File: src/rtl/lane_streamer.sv
// Reads a 5x5 array of W-bit lanes from a registered-read state memory and
// streams them as 25 words (x fastest) on a pushout/stopin/firstout interface.
module lane_streamer #(
    parameter int W = 64
) (
    input  logic         clk,
    input  logic         reset,
    input  logic         start,
    output logic         busy,
    output logic         done,
    output logic [2:0]   ax,
    output logic [2:0]   ay,
    input  logic [W-1:0] rd,
    output logic         pushout,
    input  logic         stopin,
    output logic         firstout,
    output logic [W-1:0] dout
);

    typedef enum logic {
        IDLE,
        RUN
    } state_t;

    state_t       state;
    logic [4:0]   ric;
    logic [4:0]   oc;
    logic         inflight;
    logic [1:0]   occ;
    logic [W-1:0] tail;

    logic         xfer;
    logic         issue;
    logic         last;
    logic [1:0]   occ_next;
    logic [1:0]   fill;
    logic [4:0]   oc_next;
    logic [W-1:0] head_next;
    logic [W-1:0] tail_next;

    // dout is the buffer head; tail is the second entry. A read is issued only
    // if buffered words plus the in-flight read still fit after this cycle's pop.
    always_comb begin
        xfer      = pushout && !stopin;
        occ_next  = occ + {1'b0, inflight} - {1'b0, xfer};
        fill      = occ - {1'b0, xfer};
        issue     = (state == RUN) && (ric < 5'd25) && (occ_next < 2'd2);
        last      = xfer && (oc == 5'd24);
        oc_next   = last ? '0 : oc + {4'b0, xfer};
        head_next = dout;
        tail_next = tail;
        if (xfer) begin
            head_next = tail;
        end
        if (inflight) begin
            if (fill == 2'd0) begin
                head_next = rd;
            end else begin
                tail_next = rd;
            end
        end
    end

    always_ff @(posedge clk or negedge reset) begin
        if (!reset) begin
            state    <= IDLE;
            busy     <= 1'b0;
            done     <= 1'b0;
            pushout  <= 1'b0;
            firstout <= 1'b0;
            dout     <= '0;
            tail     <= '0;
            ax       <= '0;
            ay       <= '0;
            ric      <= '0;
            oc       <= '0;
            inflight <= 1'b0;
            occ      <= '0;
        end else begin
            done <= 1'b0;
            if (state == IDLE) begin
                if (start) begin
                    state <= RUN;
                    busy  <= 1'b1;
                    ric   <= '0;
                    oc    <= '0;
                    ax    <= '0;
                    ay    <= '0;
                end
            end else begin
                inflight <= issue;
                occ      <= occ_next;
                pushout  <= (occ_next != 2'd0);
                firstout <= (occ_next != 2'd0) && (oc_next == 5'd0);
                dout     <= head_next;
                tail     <= tail_next;
                oc       <= oc_next;
                if (issue) begin
                    ric <= ric + 5'd1;
                    // Address wraps to (0,0) after lane 24 so it idles at zero.
                    if (ax == 3'd4) begin
                        ax <= '0;
                        ay <= (ay == 3'd4) ? 3'd0 : ay + 3'd1;
                    end else begin
                        ax <= ax + 3'd1;
                    end
                end
                if (last) begin
                    state <= IDLE;
                    busy  <= 1'b0;
                    done  <= 1'b1;
                end
            end
        end
    end

endmodule

File: config.mk
export PLATFORM = sky130hd
export DESIGN_NAME = lane_streamer
export DESIGN_NICKNAME = d
export VERILOG_FILES = /design/src/rtl/lane_streamer.sv
export SDC_FILE = /design/constraint.sdc
export NUM_CORES = 1
export LEC_CHECK = 0
export BUFFER_PORTS_ARGS = -buffer_cell sky130_fd_sc_hd__buf_2
export CORE_MARGIN = 4
export CORE_UTILIZATION = 50
export DETAILED_ROUTE_END_ITERATION = 6
export PLACE_DENSITY = 0.81
export RECOVER_POWER = 25
export SLEW_MARGIN = 20
export SYNTH_ARGS = -nofsm -noshare
export SYNTH_HDL_FRONTEND = slang
export SYNTH_SLANG_ARGS = --single-unit
export TNS_END_PERCENT = 10
File: constraint.sdc
create_clock -name clk -period 5.85 [get_ports clk]
set_input_delay 1.17 -clock clk [delete_from_list [all_inputs] [get_ports clk]]
set_output_delay 1.17 -clock clk [all_outputs]
set_load 0.01 [all_outputs]
==> results of run 1 <==
-- through the flow --
stage | std cells | instance area [sq um] | hold WS [ns]
final | 821 | 8280 | 0.501
after global routing | 821 | 8280 | 0.520
after CTS | 821 | 8290 | 0.507
after detailed placement | 792 | 7660 | 0.492
after global placement | 792 | 7660 | 0.476
after floorplan | 501 | 6880 | 0.457
-- flip-flops by register name (all words and copies together), names as in the netlist --
name	count
ax	3
ay	3
busy	1
done	1
dout	64
firstout	1
inflight	1
oc	5
occ	2
pushout	1
ric	5
state	1
tail	64
-- cell families (layout without fill, tap and decap cells) --
logic type	Yosys count	in the layout	synth area share, %
simple gates	125	125	10.9
flops	152	152	55.3
xor+xnor	9	9	1.36
fa+ha+maj	7	7	1.27
buf+inv	44	188	4.03
compound gates	94	94	12.5
mux	70	70	14.6
-- routing by layer --
metal / GRT usage, % / up-vias / share of wire, % / wire length (um)
met5: 0 / - / 0.086 / 13
met4: 5.68 / 2 / 1.0 / 155
met3: 6.44 / 16 / 6.5 / 981
met2: 31.0 / 180 / 48 / 7260
met1: 27.3 / 2388 / 44 / 6730
li1: - / 2109 / - / -
-- layout make-up --
cell class	count	share of cell area (%)
clock buffer	17	5.14
clock inverter	12	2.43
inverter	13	0.589
multi-input combinational	305	34.3
sequential	152	45.9
tap	176	2.66
timing repair buffer	146	8.98
-- layout by cell type (no fill, tap or decap), types with 4 or more instances in the layout --
cell       Yosys  layout
dfrtp_1      152     152
buf_2          6     140
and2_1        66      66
a221o_1       64      64
mux2_4        60      60
nand2_1       19      19
clkbuf_16      0      17
inv_1         13      13
nand3_1        9       9
nor2_1         9       8
ha_1           7       7
o21ai_0        6       6
xnor2_1        5       5
mux2i_1        5       5
mux2_2         5       5
bufinv_16      0       5
buf_4          0       5
nor3_1         4       4
o32ai_1        4       4
-- power breakdown --
group | internal, uW | leakage (uW) | total [uW] | switching, uW
logic | 1230 | 0.00189 | 2290 | 1060
registers | 1580 | 0.00182 | 1920 | 336
clock network | 750 | 0.000301 | 1170 | 424
-- worst min-delay path by stage --
stage / to / slack [ns]
6_report: ric[4]$_DFFE_PN0P_ / 0.50
5_1_grt: tail[10]$_DFFE_PN0P_ / 0.52
4_1_cts: ric[4]$_DFFE_PN0P_ / 0.51
3_5_place_dp: ric[4]$_DFFE_PN0P_ / 0.49
3_3_place_gp: ric[4]$_DFFE_PN0P_ / 0.48
2_1_floorplan: ric[4]$_DFFE_PN0P_ / 0.46
==> impl_metrics.env, run 1 <==
export IMPL_slew_viol_final=104
export IMPL_ys_warn_count=0
export IMPL_first_iter_violations=377
export IMPL_start_util_pct=51.6
export IMPL_post_route_util_pct=62.0
export IMPL_vias=4695
export IMPL_critPathKind="input port to asynchronous set/reset pin"
export IMPL_rr_startpoint="state$_DFF_PN0_"
export IMPL_die_w_um=125
export IMPL_synth_edf_count=0
export IMPL_cts_sinks=152
export IMPL_critPathMaxStageDelay_ns=1.74
export IMPL_cts_htree_levels=4
export IMPL_postCtsHoldBufs=0
export IMPL_finalWirelength_mm=15.1
export IMPL_yosysMostFrequentCell="dfrtp_1"
export IMPL_status="finished, violations left"
export IMPL_reg2reg_to="tail[2]$_DFFE_PN0P_"
export IMPL_ctsRootBufferMaster="clkbuf_16"
export IMPL_syn_cell_area_sq_um=6880
export IMPL_period_needed_ns=3.28
export IMPL_path_cells="clkbuf_2 > buf_4"
export IMPL_syn_to_final_growth_pct=20.3
export IMPL_slew_headroom_pct=-66.9
export IMPL_nNetsFinal=710
export IMPL_grt_overflow_total=0
export IMPL_ys_seq_area_share_pct=55.3
export IMPL_cts_tree="done"
export IMPL_grt_pass1_vias=4968
export IMPL_dp_hpwl_mm=9.67
export IMPL_drive_gt1_share_pct=39.5
export IMPL_crit_arrival_ns=3.78
export IMPL_n_antenna_cell=0
export IMPL_maxCapViolations=1
export IMPL_cts_resized_gates=0
export IMPL_finalSetupTns_ns=0
export IMPL_grt_max_degree=104
export IMPL_power_density_nw_per_um2=650
export IMPL_worstSetupStartpointType="input port"
export IMPL_drc=0
export IMPL_p_total_uw=5380
export IMPL_clock_latency_ns=0.42
export IMPL_multi_input_area_sq_um=2840
export IMPL_cp_slowest_cell="clkbuf_2"
export IMPL_worst_slew_pin_slew_ns=2.50
export IMPL_setup_worst_path_end_class="asynchronous set/reset pin"
export IMPL_path_clk_slew_ns=0.06
export IMPL_synth_top_cells_by_count="152 x dfrtp_1, 66 x and2_1, 64 x a221o_1"
export IMPL_detail_route_antenna_nets=0
export IMPL_synth_ff_type="dfrtp_1"
export IMPL_r2r_setup_slack_ns=3.03
export IMPL_gp_congestion=0.798
export IMPL_wire_per_inst_um=18.4
export IMPL_yosys_area_top_type="dfrtp_1"
export IMPL_nFillCells=1038
export IMPL_first_pass_iters=5
export IMPL_synth_cell_types=51
export IMPL_synthArstFlopShare_pct=100
export IMPL_min_path_type="register to register"
export IMPL_antenna_found_initial=1
export IMPL_io_pins=142
export IMPL_numCtsBuffers=17
export IMPL_setup_viol=0
export IMPL_grtUsageTotal_pct=20.0
export IMPL_leakage_uw=0.00401
export IMPL_fmax_mhz=304
export IMPL_syn_num_nets=576
export IMPL_cp_top_family="buffers and inverters"
export IMPL_crit_fanout=103
export IMPL_clockBufferDepth=2
export IMPL_dieArea_sq_um=15700
export IMPL_crit_buf_inv=2
export IMPL_die_h_um=125
export IMPL_hold_depth=2
export IMPL_seq_area_sq_um=3800
export IMPL_dp_slack_ns=2.24
export IMPL_routed_via_density=5.72
export IMPL_fin_skew_ns=0.00687
export IMPL_hold_start="ric[4]$_DFFE_PN0P_"
export IMPL_numPortBuffers=141
export IMPL_cp_startpoint="reset"
export IMPL_failed_checks="max-capacitance violations, max-slew violations"
export IMPL_required_ns=6.35
export IMPL_syn_area_per_cell_sq_um=13.7
export IMPL_vdd_drop_max_uv=302
export IMPL_layout_setup_ws_ns=2.57
export IMPL_grt_pass1_wl_mm=25.5
export IMPL_cts_setup_buffers=0
export IMPL_postSynthCellCount=501
export IMPL_num_rows=42
export IMPL_ff2ff_path_depth=3
export IMPL_grt_setup_unrepaired="no"
export IMPL_coreArea_sq_um=13300
export IMPL_hold_viol=0
export IMPL_path_depth=2
export IMPL_fin_crit_sh_pct=56.2
export IMPL_yosysTopAreaCellShare_pct=55.3
export IMPL_synth_area_leaders="dfrtp_1 55%, mux2_4 13%, a221o_1 9.3%, and2_1 6.0%, buf_12 1.7%"
export IMPL_synth_seq_cells=152
export IMPL_critPathCapture="tail[22]$_DFFE_PN0P_"
(Power assumes the default switching activity.)
==> run 2: changes to the inputs <==
==> constraint.sdc (replaced) <==
create_clock -name clk -period 3.3 [get_ports clk]
set_input_delay 0.66 -clock clk [delete_from_list [all_inputs] [get_ports clk]]
set_output_delay 0.66 -clock clk [all_outputs]
set_load 0.01 [all_outputs]
==> run 2 against run 1 <==
The flow now finishes without violations. Die area did not move. Register-to-register slack got worse by 2.2 ns. Clock skew up 0.0027 ns. Sequential cell count unchanged. Wire length rose by 6.0%. Cell area increased by 1.1%. Sequential share of layout area down 0.48 points. Setup slack got worse by 1.7 ns. First-iteration DRC count shrank 22%. Non-clock buffer count increased by 4. Clock-buffer cell count up 1. Critical path type is now register to register. Largest power group unchanged. Highest routed layer unchanged.
==> impl_metrics.env, run 2 (synthesis results as in run 1) <==
export IMPL_clock_latency_ns=0.42
export IMPL_crit_arrival_ns=2.74
export IMPL_fmax_mhz=411
export IMPL_nFillCells=1017
export IMPL_period_needed_ns=2.43
export IMPL_finalInstanceArea_sq_um=8370
export IMPL_grt_setup_unrepaired="no"
export IMPL_routed_via_density=5.77
export IMPL_dr_wl_met3_um=943
export IMPL_vias=4777
export IMPL_setup_worst_path_end_class="register"
export IMPL_min_path_type="input port to asynchronous set/reset pin"
export IMPL_path_clk_slew_ns=0.06
export IMPL_coreArea_sq_um=13300
export IMPL_die_h_um=125
export IMPL_grt_overflow_total=0
export IMPL_gp_congestion=0.835
export IMPL_internal_power_uw=6370
export IMPL_detail_route_antenna_nets=0
export IMPL_grt_pass1_vias=5144
export IMPL_num_rows=42
export IMPL_grt_max_degree=90
export IMPL_vdd_drop_max_uv=508
export IMPL_top_regs="dout x64, tail x64"
export IMPL_dp_hpwl_mm=10.3
export IMPL_cp_slowest_cell="xor2_2"
export IMPL_seq_power_share_pct=35.3
export IMPL_layout_commonest_cell="dfrtp_1"
export IMPL_wl_met2_mm=7.90
export IMPL_most_common_layout_cells="152 x dfrtp_1, 140 x buf_2, 66 x and2_1, 64 x a221o_1, 60 x mux2_4"
export IMPL_path_cells="nor2b_4 > xor2_2 > ha_1 > xnor2_1 > xor2_2 > nand2_4 > o32ai_1"
export IMPL_power_density_nw_per_um2=1160
export IMPL_status="complete, no violations"
export IMPL_n_antenna_cell=0
export IMPL_cts_tree="done"
export IMPL_seq_area_sq_um=3800
export IMPL_cpMostUsedCell="xor2_2"
export IMPL_start_util_pct=51.6
export IMPL_multi_input_area_sq_um=2840
export IMPL_clockBufferDepth=2
export IMPL_syn_to_final_growth_pct=21.5
export IMPL_required_ns=3.61
export IMPL_clkPwrFrac_pct=22.2
export IMPL_final_cells=828
export IMPL_antenna_found_initial=1
export IMPL_p_sw_share_pct=34.3
export IMPL_critPathKind="register to register"
export IMPL_dieArea_sq_um=15700
export IMPL_numCtsBuffers=17
export IMPL_worstSetupStartpointType="register"
export IMPL_place_area_sq_um=7710
export IMPL_slew_headroom_pct=36.1
export IMPL_placed_cells=796
export IMPL_cts_sinks=152
export IMPL_comb_power_share_pct=42.5
export IMPL_hold_viol=0
export IMPL_switchingPower_uw=3330
export IMPL_numPortBuffers=141
export IMPL_grt_pass1_wl_mm=26.6
export IMPL_io_pins=142
export IMPL_drive_gt1_share_pct=40.0
export IMPL_cts_setup_buffers=0
export IMPL_maxCapViolations=0
export IMPL_ctsRootBufferMaster="clkbuf_16"
export IMPL_wire_per_inst_um=19.4
export IMPL_r2r_setup_slack_ns=0.87
export IMPL_first_iter_violations=295
export IMPL_fin_crit_sh_pct=73.7
export IMPL_grtUsageTotal_pct=20.8
export IMPL_fin_skew_ns=0.00953
export IMPL_setup_viol=0
export IMPL_nNetsFinal=714
export IMPL_cts_resized_gates=0
export IMPL_postCtsHoldBufs=0
export IMPL_drc=0
export IMPL_critPathMaxStageDelay_ns=0.49
export IMPL_finalWirelength_mm=16.0
export IMPL_wl_met1_mm=6.98
export IMPL_first_pass_iters=5
export IMPL_die_w_um=125
export IMPL_worst_slew_pin_slew_ns=0.959
export IMPL_leakage_uw=0.00405
export IMPL_slew_viol_final=0
export IMPL_finalSetupTns_ns=0
export IMPL_crit_fanout=10
export IMPL_cts_htree_levels=4
export IMPL_top_layer_used="met5"
==> run 2: changes by cell type in the layout (fill, tap and decap cells not counted), sizes merged <==
cell,change
clkbuf,+1
clkinv,+1
buf,+4
inv,+1
==> run 2: cell type report <==
| cell class | instances | area share [%] |
|---|---|---|
| Clock inverter | 14 | 2.65 |
| Sequential cell | 152 | 45.5 |
| Tap cell | 176 | 2.63 |
| Clock buffer | 18 | 5.25 |
| Timing Repair Buffer | 150 | 9.53 |
| Inverter | 13 | 0.583 |
| Multi-Input combinational cell | 305 | 33.9 |
==> run 2: path summary, 6_finish.rpt <==
path                       cells past startpoint              endpoint                 from
max                                            7     ax[2]$_DFFE_PN0P_  pushout$_DFFE_PN0P_
min                                            1  dout[41]$_DFFE_PN0P_                reset
max reg2reg                                    7     ax[2]$_DFFE_PN0P_  pushout$_DFFE_PN0P_
min reg2reg                                    2    ric[4]$_DFFE_PN0P_   ric[4]$_DFFE_PN0P_
max in group asynchronous                      2   tail[6]$_DFFE_PN0P_                reset
min in group clk                               2  dout[56]$_DFFE_PN0P_               rd[56]
==> run 2: routing by layer <==
| layer | GRT usage (%) | up-vias |
|---|---|---|
| met3 | 4.95 | 21 |
| met5 | 0 | - |
| met4 | 6.95 | 2 |
| met2 | 34.1 | 189 |
| met1 | 27.4 | 2447 |
| li1 | - | 2118 |
==> run 2: power groups by stage <==
stage	Combinational [uW]	Clock, uW	Sequential [uW]
detailed placement	4120	0	3410
floorplan	3010	0	3460
global route	4460	2280	3520
finish	4130	2150	3430
global placement	3960	0	3350
CTS	4170	2190	3410
==> run 2: metrics by stage <==
stage	hold WS, ns	power, uW	utilization [%]	setup slack, ns
2_1_floorplan	0.364	6470	-	1.10
3_3_place_gp	0.483	7320	57.8	0.670
3_5_place_dp	0.495	7530	57.8	0.540
4_1_cts	0.0476	9780	62.7	0.868
5_1_grt	0.407	10300	62.7	0.589
6_report	0.371	9700	62.7	0.866
==> run 2: critical path: cells and delay by family, from the launching register on <==
family / cells / cell delay [ns]
DFF: 1 / 0.43
and+or+nand+nor: 2 / 0.36
AOI/OAI and AO/OA: 1 / 0.28
adders and majority gates: 1 / 0.26
xor gates and xnor gates: 3 / 1.00
==> run 3: changes to the inputs <==
==> constraint.sdc (replaced) <==
create_clock -name clk -period 2.4 [get_ports clk]
set_input_delay 0.48 -clock clk [delete_from_list [all_inputs] [get_ports clk]]
set_output_delay 0.48 -clock clk [all_outputs]
set_load 0.01 [all_outputs]
==> run 3 against run 2 <==
The run now ends with max-capacitance violations, max-slew violations left. Cell area shrank 0.16%. Worst hold slack lost 0.070 ns. Register-to-register slack lost 0.66 ns. Sequential share of layout area grew 0.075 points. Core utilization shrank 0.10 points. Critical path depth grew 1. Setup slack lost 0.66 ns. Clock skew shrank 0.0028 ns. Fmax grew 11%. Clock-buffer cell count grew 3. Sequential power grew 37%. Critical path type unchanged. Critical endpoint is now ay[2]$_DFFE_PN0P_. Highest routed layer is now met4.
==> impl_metrics.env, run 3 (synthesis results as in run 1) <==
export IMPL_vdd_drop_max_uv=814
export IMPL_wire_per_inst_um=19.2
export IMPL_rr_startpoint="pushout$_DFFE_PN0P_"
export IMPL_path_clk_slew_ns=0.06
export IMPL_setup_viol=0
export IMPL_crit_fanout=6
export IMPL_n_antenna_cell=0
export IMPL_finalWirelength_mm=16.0
export IMPL_critPathKind="register to register"
export IMPL_internal_power_uw=8460
export IMPL_start_util_pct=51.6
export IMPL_drc=0
export IMPL_cts_setup_buffers=0
export IMPL_io_pins=142
export IMPL_layout_commonest_cell="dfrtp_1"
export IMPL_power_density_nw_per_um2=1560
export IMPL_maxCapViolations=1
export IMPL_grt_overflow_total=0
export IMPL_leakage_uw=0.00404
export IMPL_failed_checks="max-capacitance violations, max-slew violations"
export IMPL_switchingPower_uw=4580
export IMPL_num_rows=42
export IMPL_slew_viol_final=64
export IMPL_post_route_util_pct=62.6
export IMPL_cts_htree_levels=4
export IMPL_grt_pass1_wl_mm=26.6
export IMPL_fin_skew_ns=0.00677
export IMPL_hold_viol=0
export IMPL_required_ns=2.67
export IMPL_numPortBuffers=141
export IMPL_grtUsageTotal_pct=21.0
export IMPL_cp_startpoint="pushout$_DFFE_PN0P_"
export IMPL_detail_route_antenna_nets=0
export IMPL_crit_arrival_ns=2.46
export IMPL_cts_tree="done"
export IMPL_vias=4839
export IMPL_finalInstanceArea_sq_um=8350
export IMPL_p_sw_share_pct=35.1
export IMPL_die_h_um=125
export IMPL_seq_power_share_pct=36.0
export IMPL_multi_input_area_sq_um=2840
export IMPL_coreArea_sq_um=13300
export IMPL_dp_hpwl_mm=10.3
export IMPL_syn_to_final_growth_pct=21.3
export IMPL_first_pass_iters=7
export IMPL_hold_start="rd[49]"
export IMPL_grt_pass1_vias=5145
export IMPL_routed_via_density=5.80
export IMPL_top_regs="dout x64, tail x64"
export IMPL_clkPwrFrac_pct=18.9
export IMPL_seq_area_sq_um=3800
export IMPL_gp_congestion=0.827
export IMPL_worstSetupStartpointType="register"
export IMPL_grt_setup_unrepaired="no"
export IMPL_ctsRootBufferMaster="clkbuf_16"
export IMPL_die_w_um=125
export IMPL_numCtsBuffers=17
export IMPL_grt_max_degree=66
export IMPL_status="finished, violations left"
export IMPL_clock_latency_ns=0.42
export IMPL_place_area_sq_um=7810
export IMPL_antenna_found_initial=0
export IMPL_timing_hold_ws_ns=0.301
export IMPL_clockBufferDepth=2
export IMPL_drive_gt1_share_pct=40.3
export IMPL_fin_crit_sh_pct=91.5
export IMPL_cts_sinks=152
export IMPL_dieArea_sq_um=15700
export IMPL_most_common_layout_cells="152 x dfrtp_1, 140 x buf_2, 66 x and2_1, 64 x a221o_1, 60 x mux2_4"
export IMPL_first_iter_violations=368
export IMPL_r2r_setup_slack_ns=0.20
export IMPL_nNetsFinal=720
export IMPL_min_path_type="input port to register"
export IMPL_comb_power_share_pct=45.1
export IMPL_worst_slew_pin_slew_ns=1.71
export IMPL_period_needed_ns=2.20
export IMPL_nFillCells=1020
export IMPL_slew_headroom_pct=-14.2
export IMPL_fmax_mhz=456
export IMPL_setup_worst_path_end_class="register"
[run 3: power by group through the flow]
stage               registers [uW]  logic [uW]  clock network [uW]
floorplan                     4760        4140                   0
global placement              4600        5630                   0
detailed placement            4680        5830                   0
CTS                           4680        5900                2520
global route                  4850        6350                2650
finish                        4700        5880                2470
[run 3: worst max-delay path: stages (launching register included)]
cell      delay, ns
dfrtp_1        0.44
nor2b_4        0.21
xor2_2         0.17
ha_1           0.22
xnor2_1        0.07
buf_4          0.16
xnor2_2        0.18
o311ai_0       0.42
nand3_1        0.17
[run 3: final timing paths]
| path | cells after the start | end |
|---|---|---|
| min in group asynchronous | 1 | tail[41]$_DFFE_PN0P_ |
| worst max register to register | 8 | ay[2]$_DFFE_PN0P_ |
| worst min-delay path | 2 | dout[49]$_DFFE_PN0P_ |
| max in group asynchronous | 1 | dout[12]$_DFFE_PN0P_ |
| worst max-delay path | 8 | ay[2]$_DFFE_PN0P_ |
| worst min register to register | 1 | dout[32]$_DFFE_PN0P_ |
[run 3: cell type report]
| cell class | count | share of cell area (%) |
|---|---|---|
| flip-flops and latches | 152 | 45.5 |
| multi-input cells | 305 | 34.0 |
| repair buffers | 156 | 10.7 |
| clock buffers | 21 | 5.27 |
| well taps | 176 | 2.64 |
| clock inverters | 11 | 1.23 |
| inverters | 13 | 0.584 |
[run 3: stage by stage]
step           worst slack (ns)  std cells  total power, uW  setup TNS [ns]
2_1_floorplan             0.353        501             8900               0
3_5_place_dp            -0.0432        802            10500         -0.0474
5_1_grt                  0.0380        834            13800               0
3_3_place_gp              0.122        802            10200               0
6_report                  0.205        834            13000               0
4_1_cts                  0.0680        834            13100               0
[run 3: layer usage]
layer | vias to the layer above | wire (um) | track usage, %
met2 | 185 | 7820 | 33.2
met5 | - | 0 | 0
met3 | 24 | 965 | 6.52
met4 | 0 | 238 | 6.57
met1 | 2500 | 7010 | 27.9
li1 | 2130 | - | -
[run 3: timing repair]
action / CTS / global route
endpoints found under the setup margin: 0 / 4
resized for setup: 0 / 1
hold buffers: 0 / 0
